<file path="src/rtl/gpio_in_debounce.sv">
// Pad-input conditioning ahead of gpio.gpio_in: 2-flop synchroniser, per-bit
// programmable debounce, rise/fall event capture and a small register window.

module gpio_deb_lane #(
    parameter int CNT_W = 16
) (
    input  logic             clk,
    input  logic             rst,
    input  logic             pin,
    input  logic             deb_en,
    input  logic [CNT_W-1:0] len_m1,
    output logic             sync_o,
    output logic             stable_o
);
    logic             sync1_q, sync1_d;
    logic             sync2_q, sync2_d;
    logic             stable_q, stable_d;
    logic [CNT_W-1:0] cnt_q, cnt_d;

    always_comb begin
        sync1_d  = pin;
        sync2_d  = sync1_q;
        stable_d = stable_q;
        cnt_d    = '0;
        if (!deb_en) begin
            stable_d = sync2_q;
        end else if (sync2_q != stable_q) begin
            // >= so a window shortened mid-count commits on the very next cycle
            if (cnt_q >= len_m1) stable_d = sync2_q;
            else                 cnt_d    = cnt_q + 1'b1;
        end
    end

    always_ff @(posedge clk) begin
        if (rst) begin
            sync1_q  <= 1'b0;
            sync2_q  <= 1'b0;
            stable_q <= 1'b0;
            cnt_q    <= '0;
        end else begin
            sync1_q  <= sync1_d;
            sync2_q  <= sync2_d;
            stable_q <= stable_d;
            cnt_q    <= cnt_d;
        end
    end

    assign sync_o   = sync2_q;
    assign stable_o = stable_q;
endmodule

module gpio_in_debounce #(
    parameter int WIDTH       = 8,
    parameter int DEB_DEFAULT = 16,
    parameter int CNT_W       = 16
) (
    input  logic             clk,
    input  logic             rst,
    input  logic [WIDTH-1:0] pin_in,
    input  logic [7:0]       address,
    input  logic [31:0]      write_data,
    output logic [31:0]      read_data,
    input  logic             we,
    input  logic             re,
    output logic [WIDTH-1:0] gpio_in,
    output logic             irq
);
    localparam logic [7:0] A_CTRL    = 8'h00;
    localparam logic [7:0] A_RISE_EN = 8'h04;
    localparam logic [7:0] A_FALL_EN = 8'h08;
    localparam logic [7:0] A_PENDING = 8'h0C;
    localparam logic [7:0] A_DEB_LEN = 8'h10;
    localparam logic [7:0] A_RAW     = 8'h14;

    logic             deb_en_q, deb_en_d;
    logic [WIDTH-1:0] rise_en_q, rise_en_d;
    logic [WIDTH-1:0] fall_en_q, fall_en_d;
    logic [WIDTH-1:0] pending_q, pending_d;
    logic [WIDTH-1:0] prev_q, prev_d;
    logic [CNT_W-1:0] deb_len_q, deb_len_d;
    logic [CNT_W-1:0] len_m1;
    logic [WIDTH-1:0] sync2, stable, rise_evt, fall_evt;
    logic             unused_bits;

    // DEB_LEN of 0 behaves as a one-cycle window
    assign len_m1 = (deb_len_q == '0) ? '0 : deb_len_q - 1'b1;

    for (genvar i = 0; i < WIDTH; i++) begin : g_lane
        gpio_deb_lane #(.CNT_W(CNT_W)) u_lane (
            .clk      (clk),
            .rst      (rst),
            .pin      (pin_in[i]),
            .deb_en   (deb_en_q),
            .len_m1   (len_m1),
            .sync_o   (sync2[i]),
            .stable_o (stable[i])
        );
    end

    // Edges are seen one cycle after gpio_in moves, against the last-cycle copy
    assign rise_evt = (stable & ~prev_q) & rise_en_q;
    assign fall_evt = (~stable & prev_q) & fall_en_q;

    always_comb begin
        deb_en_d  = deb_en_q;
        rise_en_d = rise_en_q;
        fall_en_d = fall_en_q;
        deb_len_d = deb_len_q;
        pending_d = pending_q;
        prev_d    = stable;
        if (we) begin
            case (address)
                A_CTRL:    deb_en_d  = write_data[0];
                A_RISE_EN: rise_en_d = write_data[WIDTH-1:0];
                A_FALL_EN: fall_en_d = write_data[WIDTH-1:0];
                A_PENDING: pending_d = pending_q & ~write_data[WIDTH-1:0];
                A_DEB_LEN: deb_len_d = write_data[CNT_W-1:0];
                default: ;
            endcase
        end
        pending_d = pending_d | rise_evt | fall_evt;
    end

    always_ff @(posedge clk) begin
        if (rst) begin
            deb_en_q  <= 1'b1;
            rise_en_q <= '0;
            fall_en_q <= '0;
            pending_q <= '0;
            prev_q    <= '0;
            deb_len_q <= CNT_W'(DEB_DEFAULT);
        end else begin
            deb_en_q  <= deb_en_d;
            rise_en_q <= rise_en_d;
            fall_en_q <= fall_en_d;
            pending_q <= pending_d;
            prev_q    <= prev_d;
            deb_len_q <= deb_len_d;
        end
    end

    always_comb begin
        read_data = '0;
        case (address)
            A_CTRL:    read_data = 32'(deb_en_q);
            A_RISE_EN: read_data = 32'(rise_en_q);
            A_FALL_EN: read_data = 32'(fall_en_q);
            A_PENDING: read_data = 32'(pending_q);
            A_DEB_LEN: read_data = 32'(deb_len_q);
            A_RAW:     read_data = 32'(sync2);
            default:   read_data = '0;
        endcase
    end

    assign gpio_in     = stable;
    assign irq         = |(pending_q & (rise_en_q | fall_en_q));
    assign unused_bits = ^{re, write_data};
endmodule

</file>
<file path="config.mk">
export PLATFORM = sky130hd
export DESIGN_NAME = gpio_in_debounce
export DESIGN_NICKNAME = d
export VERILOG_FILES = /design/src/rtl/gpio_in_debounce.sv
export SDC_FILE = /design/constraint.sdc
export NUM_CORES = 1
export LEC_CHECK = 0
export CORE_MARGIN = 1
export CORE_UTILIZATION = 59
export CTS_CLUSTER_DIAMETER = 200
export DETAILED_ROUTE_END_ITERATION = 8
export GPL_ROUTABILITY_DRIVEN = 0
export PLACE_DENSITY = 0.77
export SLEW_MARGIN = 20
export SYNTH_ARGS = -nofsm -noshare
export SYNTH_HDL_FRONTEND = slang
export SYNTH_SLANG_ARGS = --single-unit
</file>
<file path="constraint.sdc">
create_clock -name clk -period 3.78 [get_ports clk]
set_clock_uncertainty 0.15 [all_clocks]
set_input_delay 0.756 -clock clk [delete_from_list [all_inputs] [get_ports clk]]
set_output_delay 0.756 -clock clk [all_outputs]
set_load 0.05 [all_outputs]
</file>
Word-level counts from Yosys, hierarchy flattened
Cells that the tools add are included.

Bits in writable memories: 0. Bits in registers: 201. Bits in read-only memories: 0. Bits in latches: 0. Memories: 0.

Bitwise logic cells: 21. Shift-type cells: 0. Reduce and logical (&&, ||, !) cells: 23. Mux-type cells: 28. $add $sub $neg: 9. Eq/ne operators: 29. Multiply operators: 0. Magnitude comparators: 8. Divide/modulo/power cells: 0.

Operators by type and width (count): $add A16 B1 Y16 const B (8); $ge A16 B16 Y1 (8); $pmux W16 S6 (1); $and A8 B8 Y8 (6); $ne A2 B1 Y1 const B (16); $reduce_or A4 Y1 (8); $mux W1 (24); $not A8 Y8 (3); $or A8 B8 Y8 (3); $reduce_and A2 Y1 (12); $eq A8 B4 Y1 const B (2); $eq A8 B5 Y1 const B (2); $logic_not A16 Y1 (1); $mux W16 (1); $mux W8 (2); $sub A16 B1 Y16 const B (1); $not A1 Y1 (9); $eq A8 B3 Y1 const B (1); $logic_not A8 Y1 (1); $ne A1 B1 Y1 (8); $reduce_or A8 Y1 (1).

Longest topological paths before layout
Depth in word-level cells: 6. Mapped depth: 13.

Hierarchy
A second synthesis with hierarchy kept.

Cell total of the unflattened synthesis: 1430. Area, all modules: 12538.3 um^2.

Modules (own cells, without submodules): gpio_deb_lane (g_lane[0].u_lane ...) (area each 1219.9 um^2, times used 7, sequential area each 380.4 um^2, cells an instance 138); gpio_in_debounce (area each 2787.7 um^2, times used 1, sequential area each 980.9 um^2, cells an instance 326); gpio_deb_lane (g_lane[5].u_lane) (area each 1211.2 um^2, times used 1, sequential area each 380.4 um^2, cells an instance 138).

Worst setup path before layout
Ideal clock, no wire load.

Kind: register to register. Start point: register deb_len_q[2]. End point: register g_lane[2].u_lane.stable_q. Library setup time: 121 ps. Setup slack: 302 ps. Clock period less this slack: 3478 ps. Data required time: 3509 ps. Cell stages (with the launch flop): 12. Arrival time: 3207 ps. Cells stage by stage: dfxtp_1 > nor4_2 > nand3_1 > or3_1 > xnor2_1 > nand2_1 > ha_1 > nand4_1 > or3_1 > or4_4 > nand3_1 > mux2_2.

Word-level cells in the longest chain between the ends: 5.

RTL lines: start: declaration (line 80) `logic [CNT_W-1:0] deb_len_q, deb_len_d;`; start signal: assignment (line 131) `deb_len_q <= CNT_W'(DEB_DEFAULT);`; start signal: assignment (line 138) `deb_len_q <= deb_len_d;`; $sub A16 B1 Y16 or $logic_not A16 Y1 (tied branches) (line 86) `assign len_m1 = (deb_len_q == '0) ? '0 : deb_len_q - 1'b1;`; $mux W16 * (line 86); $ge A16 B16 Y1 * (line 29) `if (cnt_q >= len_m1) stable_d = sync2_q;`; $ne A2 B1 Y1 (no source line) *; $reduce_and A2 Y1 (no source line) *; end signal: assignment (line 43) `stable_q <= stable_d;`; end: declaration (line 17) `logic stable_q, stable_d;`.

Every way passes the cells marked *; elsewhere a longest branch is shown, timed or not. A chain may end at the register's enable or synchronous reset.

Final worst setup path
Start point: register deb_len_q[4]. End point: register g_lane[3].u_lane.stable_q.

Word-level cells in the longest chain between the ends: 5.

RTL lines (line): $sub A16 B1 Y16 or $logic_not A16 Y1 (tied branches) (86); $mux W16 * (86); $ge A16 B16 Y1 * (29); $ne A2 B1 Y1 (no source line) *; $reduce_and A2 Y1 (no source line) *; end signal: assignment (43); end: declaration (17).

Marks and branches as above.

==> key figures <==
Logic synthesis
  – Synth Area per Inst: 8.705 um2
  – Cell count after synthesis: 1328
  – YS warnings: 0
  – Fraction of the mapped netlist area in compound gates: 8.194%
  – Count of state elements after synthesis: 201
  – Cell area after technology mapping: 11560 um2
  – Share of flip-flops with an asynchronous set or reset after synthesis: 0%
  – Number of flops mapped to enable cells by yosys: 0
  – Area share of fa/ha/maj cells after synthesis: 14.94%
  – Synthesized-area fraction occupied by xor and xnor cells: 10.00%
  – Simple-gate portion of the synthesized area: 24.14%
  – Multiplexer area fraction after synthesis: 3.983%
  – Top FF cell, synth: dfxtp_1
  – Proportion of synthesized chip area in sequential cells: 34.81%
  – Main combinational cell family by area after synthesis: simple AND/OR/NAND/NOR gates
  – Netlist cell types: 58

STA
  – Final worst hold slack: 0.2849 ns
  – Min cycle time layout: 3.640 ns
  – Max Transition Viols Final: 0
  – # setup viols final: 0
  – Total negative slack for setup checks: 0 ns
  – Max-slew headroom: 41.36%
  – Maximum clock frequency: 274.7 MHz
  – Hold violation total from the final report: 0
  – RSZ-0062 raised after global routing: no
  – Slew at the pin with the worst max-slew slack: 0.8704 ns
  – Post-route fraction of the period consumed by the critical path: 96.30%

Routing
  – Residual DRC count: 0
  – Detail Route Antenna Nets: 0
  – Wire length per cell after detailed routing: 16.06 um
  – Starting DRT DRC Count: 455
  – Routed WL: 27.30 mm
  – Via count of the routed design: 9604
  – Iteration count of the initial detailed-routing pass: 5
  – Per-cell via count in the routed design: 5.649

Worst hold path
  – Min-delay worst type: register to register
  – Min-Delay Endpoint: g_lane[4].u_lane.sync_o
  – Hold Path Depth: 1
  – Startpoint of the lowest-slack hold path: g_lane[4].u_lane.sync1_q

Power and ir drop
  – Power density over the cells: 343.9 nW/um2
  – Total leakage power: 5.758 nW
  – VDD IR max: 0.0003371 V
  – Post-layout total power: 4.668 mW

Place
  – Number of cells after detailed placement: 1658
  – Total half-perimeter wirelength after legalization and detailed placement: 19.92 mm
  – PortBufs: 59

Floorplanning
  – I/O pin total: 93
  – Core outline area: 18960 um2
  – Die Span Y: 142.0 um
  – Initial core utilization: 60.98%
  – Die width: 142.0 um
  – FP Rows: 50
  – Overall die area: 20160 um2

CTS
  – TritonCTS clock tree: built
  – Max clock buf depth: 3
  – H-tree depth: 1
  – Later-pin clock latency in the skew report: 0.51 ns
  – Total clock buffers created by CTS: 24
  – Clock slew at the register clock pins of the worst setup and hold paths: 0.06 ns
  – Number of sinks driven by the clock tree: 201
  – Cell at the root of the clock tree: clkbuf_16

Setup path
  – Worst R2R End: g_lane[3].u_lane.stable_o
  – Crit Path Class: register to register
  – Crit. End Element: register
  – Length in cells of the worst reg-to-reg path: 12
  – Critical Path Source Type: register
  – Worst-path fanout max: 5
  – Beginning of the worst register-to-register path: deb_len_q[4]
  – Critical path origin: deb_len_q[4]
  – FF-to-FF setup slack: 0.14 ns
  – Critical path data arrival time: 3.88 ns
  – Data required time at the worst endpoint: 4.02 ns

Global routing
  – Initial antenna violation count: 0
  – Pin count of the biggest net entering global routing: 38
  – Number of global-route vias before repair: 8946
  – GRT Total Usage: 27.12%
  – Global-route wire length before repair: 43.86 mm
  – GR Overflow Total: 0

Layout
  – Non-filler instance count after layout: 1700
  – ANT cells: 0
  – Highest-count cells in the layout ignoring fill and taps: dfxtp_1, nor2_1, ha_1
  – Layout cells sized above 1: 8.819%
  – Post-layout nets: 1614
  – Area overhead of the layout relative to synthesis: 17.45%
  – Most common cell after layout, fill and taps aside: dfxtp_1

Job
  – Max-cap violations: 0

Run status
  – Result of the run: complete, no violations
==> cell usage after synthesis (2+ instances only) <==
cell type	n	area, um2
a2111o_1	4	45.04
a2111oi_0	2	17.52
a21oi_1	58	290.3
a22o_1	7	61.31
a22oi_1	6	45.04
a2bb2oi_1	3	26.28
a31oi_1	3	18.77
and2_1	10	62.56
and3_1	27	168.9
and4_1	8	70.07
buf_2	7	35.03
buf_4	24	180.2
buf_6	2	22.52
clkbuf_1	19	71.32
dfxtp_1	201	4024
ha_1	138	1727
inv_1	37	138.9
mux2_2	8	90.09
mux2i_1	37	370.4
nand2_1	113	424.2
nand2b_1	8	50.05
nand3_1	62	310.3
nand4_1	50	312.8
nand4_4	2	42.54
nor2_1	193	724.4
nor2b_1	41	256.5
nor3_1	18	90.09
nor3b_1	8	60.06
nor4_1	3	18.77
o211a_1	2	20.02
o211ai_1	4	30.03
o21a_1	3	22.52
o21ai_0	39	195.2
o22a_1	8	70.07
o22ai_1	7	43.79
or2_2	2	12.51
or3_1	11	68.82
or3b_2	2	17.52
or4_4	2	22.52
xnor2_1	61	534.3
xor2_1	71	621.9
==> worst max path at each step <==
| stage | to | slack [ns] |
|---|---|---|
| final | g_lane[3].u_lane.stable_o | 0.14 |
| after global routing | g_lane[3].u_lane.stable_o | 0.004 |
| after CTS | g_lane[3].u_lane.stable_o | 0.12 |
| after detailed placement | g_lane[3].u_lane.stable_o | 0.16 |
| after global placement | read_data[6] | 0.18 |
| after floorplan | g_lane[2].u_lane.stable_o | 0.30 |
==> critical path, cell delays in order, from the launching register on <==
cell,delay [ns]
dfxtp_1,0.36
nor4_2,0.27
buf_4,0.18
nand3_1,0.14
or3_4,0.37
xnor2_1,0.14
nand2_1,0.14
ha_1,0.30
nand4_1,0.13
or3_1,0.39
or4_4,0.46
nand3_2,0.14
mux2_2,0.34
==> repair_timing <==
| item | CTS | global route |
|---|---|---|
| buffers inserted | 0 | 0 |
| hold buffers | 0 | 0 |
| resized for setup | 0 | 3 |
| setup endpoints to repair | 0 | 1 |
==> area by class of cell <==
type	count	area (um2)
fill	1454	5379
timing repair buffer	108	1114
sequential	201	4024
multi-input combinational	1052	7161
clock inverter	8	115.1
tap	260	325.3
inverter	37	138.9
clock buffer	34	699.4
==> logic make-up after synthesis <==
kind of cell             count (synthesis)
buffers and inverters                   90
other                                    1
AND/OR/NAND/NOR                        568
AO/OA/AOI/OAI                          153
multiplexers                            45
flip-flops                             201
XOR/XNOR                               132
adder cells (fa/ha/maj)                138
==> sequential cells by signal (all words and copies together), names as in the netlist <==
name and count:
deb_en_q 1, rise_en_q 8, g_lane.u_lane.sync_o 8, prev_q 8, g_lane.u_lane.stable_o 8, g_lane.u_lane.cnt_q 128, pending_q 8, fall_en_q 8
g_lane.u_lane.sync1_q 8, deb_len_q 16
==> routing by layer <==
layer / vias to the layer above / part of all wire (%) / track usage [%]
met3: 61 / 5.2 / 4.038
met2: 232 / 47 / 45.37
met5: - / 0 / 0
li1: 4799 / - / -
met4: 0 / 3.0 / 10.13
met1: 4512 / 45 / 35.34
==> power breakdown <==
part	leakage [nW]	switching [mW]	internal, mW
Sequential	1.62	0.0107	2.13
Combinational	3.73	0.108	0.0680
Clock	0.405	0.869	1.48
Total	5.76	0.987	3.68
==> through the flow <==
stage,instance area (um2),utilization [%],worst slack (ns)
after floorplan,11620,-,0.3018
after CTS,13560,71.55,0.1189
after detailed placement,12750,67.25,0.1581
after global routing,13580,71.62,0.004285
after global placement,12750,67.25,0.1811
final,13580,71.62,0.1399
Note: power is estimated with default switching activity, not from simulation.
